## src/rtl/ps2_keyboard_rx.sv

```systemverilog
// PS/2 keyboard receiver.
// Synchronizes and de-glitches the raw PS/2 clock, decodes 11-bit device
// frames (start, 8 data LSB first, odd parity, stop), folds the 0xF0 (break)
// and 0xE0 (extended) prefixes into status bits, and reports each finished
// scan code through registered PIO-style outputs.
module ps2_keyboard_rx #(
    parameter int FILTER_LEN     = 8,
    parameter int TIMEOUT_CYCLES = 50000
) (
    input  logic       clk,
    input  logic       reset_n,
    input  logic       ps2_clk,
    input  logic       ps2_dat,
    output logic [7:0] keyboard_code,
    output logic [7:0] code_rdy,
    output logic       code_valid,
    output logic       frame_err
);

    localparam int FW = $clog2(FILTER_LEN + 1);
    localparam int TW = $clog2(TIMEOUT_CYCLES + 1);

    typedef enum logic [1:0] {
        IDLE   = 2'd0,
        DATA   = 2'd1,
        PARITY = 2'd2,
        STOP   = 2'd3
    } state_t;

    // True when the data byte plus its parity bit carry an odd number of ones.
    function automatic logic odd_ones(input logic [8:0] v);
        odd_ones = ^v;
    endfunction

    logic          clk_s1_r, clk_s2_r, dat_s1_r, dat_s2_r;
    logic [FW-1:0] filt_cnt_r;
    logic          clk_f_r, clk_f_d_r;
    logic          fall_s;
    state_t        state_r, state_n;
    logic [2:0]    bit_cnt_r, bit_cnt_n;
    logic [7:0]    shift_r, shift_n;
    logic          par_r, par_n;
    logic [TW-1:0] tmo_cnt_r;
    logic          expire_s, good_s, bad_s, tmo_s;
    logic          break_pend_r, ext_pend_r;
    logic [7:0]    code_r;
    logic [3:0]    rdy_r;
    logic          valid_r, err_r;

    // Two-flop synchronizers for the asynchronous PS/2 lines; idle level is 1.
    always_ff @(posedge clk or negedge reset_n) begin
        if (!reset_n) begin
            clk_s1_r <= 1'b1;
            clk_s2_r <= 1'b1;
            dat_s1_r <= 1'b1;
            dat_s2_r <= 1'b1;
        end else begin
            clk_s1_r <= ps2_clk;
            clk_s2_r <= clk_s1_r;
            dat_s1_r <= ps2_dat;
            dat_s2_r <= dat_s1_r;
        end
    end

    // Clock filter: flip only after FILTER_LEN consecutive opposite samples.
    always_ff @(posedge clk or negedge reset_n) begin
        if (!reset_n) begin
            filt_cnt_r <= {FW{1'b0}};
            clk_f_r    <= 1'b1;
            clk_f_d_r  <= 1'b1;
        end else begin
            clk_f_d_r <= clk_f_r;
            if (clk_s2_r == clk_f_r) begin
                filt_cnt_r <= {FW{1'b0}};
            end else if (filt_cnt_r == FW'(FILTER_LEN - 1)) begin
                filt_cnt_r <= {FW{1'b0}};
                clk_f_r    <= clk_s2_r;
            end else begin
                filt_cnt_r <= filt_cnt_r + 1'b1;
            end
        end
    end

    assign fall_s   = clk_f_d_r & ~clk_f_r;
    assign expire_s = (state_r != IDLE) && (tmo_cnt_r == TW'(TIMEOUT_CYCLES - 1));

    // Frame FSM next state; a timeout wins over a coincident clock edge.
    always_comb begin
        state_n   = state_r;
        bit_cnt_n = bit_cnt_r;
        shift_n   = shift_r;
        par_n     = par_r;
        good_s    = 1'b0;
        bad_s     = 1'b0;
        tmo_s     = 1'b0;
        if (expire_s) begin
            state_n   = IDLE;
            bit_cnt_n = 3'd0;
            shift_n   = 8'h00;
            tmo_s     = 1'b1;
        end else if (fall_s) begin
            case (state_r)
                IDLE: begin
                    if (!dat_s2_r) begin
                        state_n   = DATA;
                        bit_cnt_n = 3'd0;
                    end else begin
                        state_n = IDLE;
                    end
                end
                DATA: begin
                    shift_n = {dat_s2_r, shift_r[7:1]};
                    if (bit_cnt_r == 3'd7) begin
                        state_n   = PARITY;
                        bit_cnt_n = 3'd0;
                    end else begin
                        bit_cnt_n = bit_cnt_r + 3'd1;
                    end
                end
                PARITY: begin
                    par_n   = dat_s2_r;
                    state_n = STOP;
                end
                STOP: begin
                    state_n = IDLE;
                    if (dat_s2_r && odd_ones({shift_r, par_r})) begin
                        good_s = 1'b1;
                    end else begin
                        bad_s = 1'b1;
                    end
                end
                default: state_n = IDLE;
            endcase
        end else begin
            state_n = state_r;
        end
    end

    // FSM and frame datapath registers.
    always_ff @(posedge clk or negedge reset_n) begin
        if (!reset_n) begin
            state_r   <= IDLE;
            bit_cnt_r <= 3'd0;
            shift_r   <= 8'h00;
            par_r     <= 1'b0;
        end else begin
            state_r   <= state_n;
            bit_cnt_r <= bit_cnt_n;
            shift_r   <= shift_n;
            par_r     <= par_n;
        end
    end

    // Inter-edge watchdog: cleared in IDLE and on every filtered falling edge.
    always_ff @(posedge clk or negedge reset_n) begin
        if (!reset_n) begin
            tmo_cnt_r <= {TW{1'b0}};
        end else if (state_r == IDLE || fall_s || expire_s) begin
            tmo_cnt_r <= {TW{1'b0}};
        end else begin
            tmo_cnt_r <= tmo_cnt_r + 1'b1;
        end
    end

    // Prefix tracking and registered reporting of codes and errors.
    always_ff @(posedge clk or negedge reset_n) begin
        if (!reset_n) begin
            break_pend_r <= 1'b0;
            ext_pend_r   <= 1'b0;
            code_r       <= 8'h00;
            rdy_r        <= 4'h0;
            valid_r      <= 1'b0;
            err_r        <= 1'b0;
        end else begin
            valid_r <= 1'b0;
            err_r   <= 1'b0;
            if (good_s) begin
                if (shift_r == 8'hF0) begin
                    break_pend_r <= 1'b1;
                end else if (shift_r == 8'hE0) begin
                    ext_pend_r <= 1'b1;
                end else begin
                    code_r       <= shift_r;
                    rdy_r        <= {1'b0, ext_pend_r, break_pend_r, ~rdy_r[0]};
                    valid_r      <= 1'b1;
                    break_pend_r <= 1'b0;
                    ext_pend_r   <= 1'b0;
                end
            end else if (bad_s) begin
                rdy_r[3]     <= 1'b1;
                err_r        <= 1'b1;
                break_pend_r <= 1'b0;
                ext_pend_r   <= 1'b0;
            end else if (tmo_s) begin
                rdy_r[3] <= 1'b1;
                err_r    <= 1'b1;
            end else begin
                rdy_r <= rdy_r;
            end
        end
    end

    assign keyboard_code = code_r;
    assign code_rdy      = {4'h0, rdy_r};
    assign code_valid    = valid_r;
    assign frame_err     = err_r;

endmodule

```

## config.mk

```make
export PLATFORM = sky130hd
export DESIGN_NAME = ps2_keyboard_rx
export DESIGN_NICKNAME = d
export VERILOG_FILES = /design/src/rtl/ps2_keyboard_rx.sv
export SDC_FILE = /design/constraint.sdc
export NUM_CORES = 1
export LEC_CHECK = 0
export ABC_AREA = 1
export CORE_ASPECT_RATIO = 0.9
export CORE_MARGIN = 8
export CORE_UTILIZATION = 30
export DETAILED_ROUTE_END_ITERATION = 10
export HOLD_SLACK_MARGIN = 0.12
export MAX_ROUTING_LAYER = met4
export PLACE_DENSITY = 0.44
export SETUP_SLACK_MARGIN = 0.05
export SKIP_LAST_GASP = 1
export SLEW_MARGIN = 20
export SYNTH_ARGS = -nofsm -noshare
export SYNTH_HDL_FRONTEND = slang
export SYNTH_SLANG_ARGS = --single-unit
```

## constraint.sdc

```tcl
create_clock -name clk -period 4.2 [get_ports clk]
set_input_delay 0.42 -clock clk [delete_from_list [all_inputs] [get_ports clk]]
set_output_delay 0.42 -clock clk [all_outputs]
set_load 0.05 [all_outputs]
```

; Word level (Yosys, flattened, before mapping)
; Index checks and enable logic that the tools add are counted.
[op_classes]
n_bitwise = 7
muxes = 43
eq_ne = 14
addsub = 3
n_reduce_logical = 21
[ops]
columns = op, count
row1 = 2-to-1 mux 1 bit, 25
row2 = 2-to-1 mux 8 bit, 3
row3 = 2-to-1 mux 4 bit, 5
row4 = adder 16 x 1 -> 16 bit (second input constant), 1
row5 = == test 16 bit (second input constant), 1
row6 = == test 8 bit (second input constant), 2
row7 = 2-to-1 mux 16 bit, 1
row8 = 2-to-1 mux 3 bit, 4
row9 = AND reduction 3 bit, 4
row10 = AND reduction 2 bit, 5
row11 = != test 3 bit (second input constant), 3
row12 = XOR reduction 9 bit, 1
row13 = case mux 2 bit (4 select lines), 1
row14 = nonzero test 2 bit, 4
row15 = 2-to-1 mux 2 bit, 3
row16 = NOT 1 bit, 6
row17 = case mux 3 bit (2 select lines), 1
row18 = nonzero test 3 bit, 2
row19 = adder 4 x 1 -> 4 bit (second input constant), 1
row20 = == test 2 bit (second input constant), 2
row21 = == test 4 x 3 -> 1 bit (second input constant), 1
row22 = != test 2 bit (second input constant), 2
row23 = adder 3 x 1 -> 3 bit (second input constant), 1
row24 = == test 3 bit (second input constant), 1
row25 = other kinds (6), 8
[totals]
elab_cells = 107
inputBits = 4
out_inout_bits = 18
ff_bits = 56

; Depth between registers and ports, before layout
; Gate-level depths: netlist (run 1).
[logic_depth]
depth_word = 8
depth_mapped = 15
depth_no_buf = 14

; Least setup slack after synthesis (run 1)
; OpenSTA, ideal clock, no wires.
[synth_timing]
path_kind = register -> register
start = register state_r[0]
end = register rdy_r[1]
path_buffers = 1
path_stages_with_launch = 14
path_slack_ns = 2.488
t_required_ns = 4.082
synth_period_minus_slack_ns = 1.712
setup_ns = 0.118
arrival_ns = 1.594
cell_sequence = dfrtp_1 inv_1 ha_1 nor3_2 nand3_2 nor2_4 nor2_2 inv_2 nor2_4 nand2_2 buf_6 inv_4 nand2_1 nand2_1
[synth_via]
elab_chain_len = 5
elab_cells_between_ends = 7
classes_between = eq/ne (1) / mux (3) / reduce/logical (3)
[synth_rtl]
columns = item, line
row1 = from (decl), 39  ; state_t state_r, state_n;
row2 = from (signal assigned), 147  ; state_r <= state_n;
row3 = == test 2 bit, 102  ; case (state_r)
row4 = 2-to-1 mux 1 bit, 102
row5 = 2-to-1 mux 1 bit, 101  ; end else if (fall_s) begin
row6 = 2-to-1 mux 1 bit (*), 96  ; if (expire_s) begin
row7 = AND reduction 3 bit (no line) (*), -
row8 = to (signal assigned), 184  ; rdy_r <= {1'b0, ext_pend_r, break_pend_r, ~rdy_r[0]};
row9 = to (signal assigned), 198  ; rdy_r <= rdy_r;
row10 = to (decl), 47  ; logic [3:0] rdy_r;
; Mark *: on every way between the ends. The rest lies on a longest branch, timed or not.
; A chain may end at the register's enable or synchronous reset.

; Final worst setup path (run 1)
[layout_timing]
start = register state_r[0]
end = register tmo_cnt_r[13]
[layout_via]
elab_chain_len = 4
elab_cells_between_ends = 6
classes_between = mux (1) / reduce/logical (5)
[layout_rtl]
columns = item, line
row1 = logical NOT 2 bit or nonzero test 2 bit (tied branches), "158, 85"
row2 = logical OR 1 bit or logical AND 1 bit (tied branches), "158, 85"
row3 = logical OR 1 bit (*), 158  ; end else if (state_r == IDLE || fall_s || expire_s) begin
row4 = 2-to-1 mux 16 bit (*), 158
row5 = to (signal assigned), 157  ; tmo_cnt_r <= {TW{1'b0}};
row6 = to (signal assigned), 159  ; tmo_cnt_r <= {TW{1'b0}};
row7 = to (signal assigned), 161  ; tmo_cnt_r <= tmo_cnt_r + 1'b1;
row8 = to (decl), 43  ; logic [TW-1:0] tmo_cnt_r;
; Marked as above.

==> flow_summary.ini, run 1 <==
[sta]
tightest_slew_ns = 0.705
max_freq_mhz = 476
worst_slack_ns = 2.10
final.min_clock_period_ns = 2.10
clock_skew_ns = 0.0111
rsz0062_at_grt = no
drv_slew = 0
fin_tns_setup_ns = 0
fin_crit_sh = 0.500
max-slew-margin-rel = 0.530
hold_ws_ns = 0.234
hold_viol_final = 0
setup_viol = 0

[setup_path]
r2r_setup_slack_ns = 2.10
rr_endpoint = tmo_cnt_r[13]
crit_arrival_ns = 2.30
cp-end-kind = flop
r2r_start = state_r[0]
critPathMaxFanout = 12
path_class = flop to flop
reg2reg_depth = 10
worstPathRequired_ns = 4.40
crit_path_end = tmo_cnt_r[13]
cp-startpoint = state_r[0]
critPathLaunchType = flop

[pwr]
pwr-share-comb = 0.240
power_mw = 1.24
total_leakage_power_nw = 1.43
power_density_nw_per_um2 = 396
internal_power_mw = 0.811
seqPwrFrac = 0.518
p_clk_frac = 0.242
power_switching_mw = 0.427
ir_drop_mv = 0.152
power.share.switching = 0.345

[global_routing]
grt_antenna_before_repair = 0
grtUsageTotal = 0.0974
grt_max_degree = 57
grt_pass1_wl_um = 9560
grt_pass1_vias = 2065
grt.overflow.total = 0

[synth]
synth_compound_area_frac = 0.0711
synth_top_family_by_area = simple AND/OR/NAND/NOR gates
synth-adder-area-share = 0.0362
netlist.area_leader.share = 0.453
synth_area_leaders = dfrtp_1, nand2_1, dfstp_2
seq_area_frac_synth = 0.510
synth-seq-cells = 56
synth-xor-area-share = 0.0312
syn_area_sq_um = 2760
synthCells = 317
yosys.area_share.simple = 0.264
synth_top_cell_by_area = dfrtp_1
yosysWarningCount = 0
ys_types = 34
synth.area.mux_share = 0.00407
avgSynthCellArea_sq_um = 8.72

[cells_and_area]
stdcell_count = 460
nets = 349
regArea_sq_um = 1410
post-route-util = 0.346
diodes = 0
syn2layout_area_growth_pct = 13.1
final_common_cell = nand2_1
design_area_sq_um = 3130
multiInputGateArea_sq_um = 1140
drive_gt1_frac = 0.115
nFillCells = 937
mostFrequentLayoutCells = nand2_1, dfrtp_1, inv_1

[run]
maxCapViolCount = 0

[routing]
vias = 2035
firstDrtPassIters = 5
dr.first_iter.drc_count = 68
wl_per_cell_um = 11.8
via_per_inst = 4.42
ant_nets = 0
drc_errors = 0
wirelength_um = 5420

[placement]
place_area_sq_um = 3040
gp_congestion = 0.808
pre_cts_slack_ns = 2.06
dp_cells = 452
post-dp-hpwl_um = 4010
io_buffers = 17

[floorplan]
die_h_um = 107
initial_core_util = 0.306
die_w_um = 117
die_area_sq_um = 12500
rows = 33
ios = 22
core_region_area_sq_um = 9040

[clock_network]
cts_sinks = 56
worstSkewPairLatency_ns = 0.31
htree_num_levels = 2
max-clock-path-buffers = 2
post-cts-setup-buffer-count = 0
cts_hold_buf = 0
cts_resized = 0
cts_inserted_buffers = 5
tritoncts = built
clkTransAtPathRegs_ns = 0.10
clockRootBuffer = clkbuf_8

[status]
status = finished clean

[worst_hold_path]
holdCritPathClass = primary input to asynchronous set/reset pin
-- synth_stat cells (all sizes together) --
master  count
nand3      27
xor2        4
inv        43
ha          8
nand3b      1
conb        1
xnor2       5
nand2      76
o21ai      17
dfrtp      50
o22ai       8
nor4        3
a211oi      2
nand4       7
a21oi       7
nor3       10
o21a        1
nor2       32
mux2        1
dfstp       6
buf         8
-- layer usage --
layer  vias up  track usage  wire length, um
li1       1063            -                -
met1       944        0.128             2760
met2        20        0.146             2390
met3         8       0.0169              174
met4         0       0.0384               96
met5         -            -                0
-- cell type report --
class	instances	share of cell area
timing repair buffer	18	0.0552
clock buffer	6	0.0232
clock inverter	2	0.00520
multi-input combinational	213	0.365
sequential	56	0.451
tap	122	0.0488
inverter	43	0.0524
-- worst min path at each step --
stage | slack, ns | startpoint | end | cells after the start
floorplan | 0.12 | reset_n | bit_cnt_r[0] | 0
global placement | 0.35 | dat_s1_r | dat_s2_r | 0
detailed placement | 0.35 | dat_s1_r | dat_s2_r | 0
CTS | 0.26 | reset_n | tmo_cnt_r[2] | 2
global route | 0.30 | reset_n | shift_r[3] | 2
finish | 0.23 | reset_n | tmo_cnt_r[9] | 2
-- power by group through the flow --
stage	clock, mW	combinational (mW)	sequential [mW]
after global routing	0.339	0.347	0.651
final	0.299	0.297	0.641
after floorplan	0	0.225	0.653
after CTS	0.322	0.302	0.643
after global placement	0	0.300	0.652
after detailed placement	0	0.301	0.654
-- kinds of logic after synthesis --
kind of cell	count (synthesis)
buf+inv	51
xor+xnor	9
compound gates	35
fa+ha+maj	8
flops	56
simple gates	156
other cells	1
mux	1
-- sequential cells by signal, summed over array words and instances, names as in the netlist, 2 cells and up --
| name | cells |
|---|---|
| shift_r | 8 |
| rdy_r | 4 |
| bit_cnt_r | 3 |
| keyboard_code | 8 |
| tmo_cnt_r | 16 |
| state_r | 2 |
| filt_cnt_r | 4 |
-- worst max-delay path, cell delays in order (launching register included) --
cell,delay [ns]
dfrtp_1,0.40
inv_1,0.08
ha_1,0.24
nor3_2,0.20
nand3_2,0.11
nor2_4,0.19
nor2_1,0.06
nand2_1,0.37
inv_1,0.19
o21ai_0,0.12
a21oi_1,0.06
(Power assumes the default switching activity.)
==> inputs of run 2 (changes only) <==
- clock period: 4.2 -> 2.1 ns (I/O delays scaled with it)
==> run 2 against run 1 <==
Net effect: sequential power up 100%; wire length up 1.4%; clock power up 100%; first-iteration DRC count up 32%; critical path type unchanged; count of clock-buffer cells in the layout unchanged; non-clock buffer count up 8; register-to-register slack worse by 1.9 ns; via count up 1.6%.
==> flow_summary.ini, run 2 (synthesis gave the netlist of run 1 again) <==
[clock_network]
clockRootBuffer = clkbuf_8
max-clock-path-buffers = 2
cts_sinks = 56
cts_inserted_buffers = 5
worstSkewPairLatency_ns = 0.31
clkTransAtPathRegs_ns = 0.11
htree_num_levels = 2
tritoncts = built

[setup_path]
critPathLaunchType = flop
cp-end-kind = flop
crit_arrival_ns = 2.11
path_class = flop to flop
critPathMaxFanout = 20
worstPathRequired_ns = 2.32

[sta]
drv_slew = 0
tightest_slew_ns = 0.524
hold_viol_final = 0
fin_crit_sh = 0.902
worst_slack_ns = 0.205
setup_viol = 0
rsz0062_at_grt = no
max_freq_mhz = 528
final.min_clock_period_ns = 1.89
hold_ws_ns = 0.292
max-slew-margin-rel = 0.651
fin_tns_setup_ns = 0
clock_skew_ns = 0.00887

[cells_and_area]
largest_reg_flops = 16
mostFrequentLayoutCells = nand2_1, dfrtp_1, inv_1
diodes = 0
syn2layout_area_growth_pct = 16.7
max_flop_register = tmo_cnt_r
final_common_cell = nand2_1
nets = 357
drive_gt1_frac = 0.136

[floorplan]
initial_core_util = 0.306
rows = 33
die_w_um = 117
core_region_area_sq_um = 9040
die_h_um = 107
ios = 22
die_area_sq_um = 12500

[routing]
wl_per_cell_um = 11.7
via_per_inst = 4.42
wirelength_um = 5490
ant_nets = 0
vias = 2068
dr.first_iter.drc_count = 90
firstDrtPassIters = 4
drc_errors = 0

[global_routing]
grt_pass1_vias = 2024
grt_pass1_wl_um = 9640
grtUsageTotal = 0.0984
grt.overflow.total = 0
grt_antenna_before_repair = 0
grt_max_degree = 36

[pwr]
power_density_nw_per_um2 = 794
ir_drop_mv = 0.319
total_leakage_power_nw = 1.48

[placement]
gp_congestion = 0.812
post-dp-hpwl_um = 4130
pre_cts_slack_ns = 0.192
io_buffers = 17

[status]
status = finished clean

[worst_hold_path]
holdCritPathClass = primary input to flop

[run]
maxCapViolCount = 0
run 2: cell count changes in the layout (fill, tap and decap cells not counted), sizes merged:
cell	delta
buf	+7
dlygate4sd3	+1
run 2: layout make-up:
class                   count  area [sq um]
clock buffers               6          72.6
clock inverters             2          16.3
fillers                   922          5820
inverters                  43           164
multi-input cells         213          1150
flip-flops and latches     56          1410
well taps                 122           153
repair buffers             26           260
run 2: timing repair:
action / 4_1_cts / 5_1_grt
setup buffers: 0 / 2
gates resized for setup: 0 / 2
hold buffers: 1 / 0
setup endpoints to repair: 0 / 12
endpoints found under the hold margin: 19 / 0
run 2: worst max-delay path: stages (launching register included):
cell	delay, ns
dfrtp_1	0.40
inv_1	0.08
ha_1	0.25
nor3_2	0.20
nand3_2	0.12
nor2_4	0.20
nor2_2	0.08
inv_2	0.08
nor2_4	0.04
nand2_2	0.07
buf_12	0.15
inv_4	0.04
nand2_1	0.05
nand2_1	0.04
run 2: path summary, 6_finish.rpt:
check	startpoint	endpoint	slack [ns]	depth (start not counted)
worst max-delay path	state_r[0]	rdy_r[2]	0.21	13
worst min-delay path	ps2_clk	clk_s1_r	0.29	1
worst max register to register	state_r[0]	rdy_r[2]	0.21	13
worst min register to register	dat_s1_r	dat_s2_r	0.36	0
max in group asynchronous	reset_n	clk_f_d_r	1.08	3
min in group asynchronous	reset_n	tmo_cnt_r[9]	0.40	2
run 2: where the power goes:
group          total, mW  internal [mW]  switching (mW)  leakage [nW]
sequential          1.29           1.20          0.0864         0.755
clock              0.605          0.239           0.366        0.0414
combinational      0.669          0.235           0.434         0.687
total               2.56           1.67           0.886          1.48
run 2: metrics by stage:
step / power, mW / instance area, sq um / std cells / util
CTS: 2.57 / 3200 / 466 / 0.354
floorplan: 1.76 / 2780 / 320 / -
global placement: 1.95 / 3100 / 457 / 0.343
detailed placement: 1.95 / 3100 / 457 / 0.343
global route: 2.75 / 3220 / 468 / 0.357
finish: 2.56 / 3220 / 468 / 0.357
run 2: per-layer routing:
metal  part of all wire  GRT usage  up-vias
li1                   -          -     1069
met1               0.51      0.128      962
met2               0.43      0.147       30
met3              0.043     0.0185        7
met4              0.016     0.0402        0
met5                  0          -        -
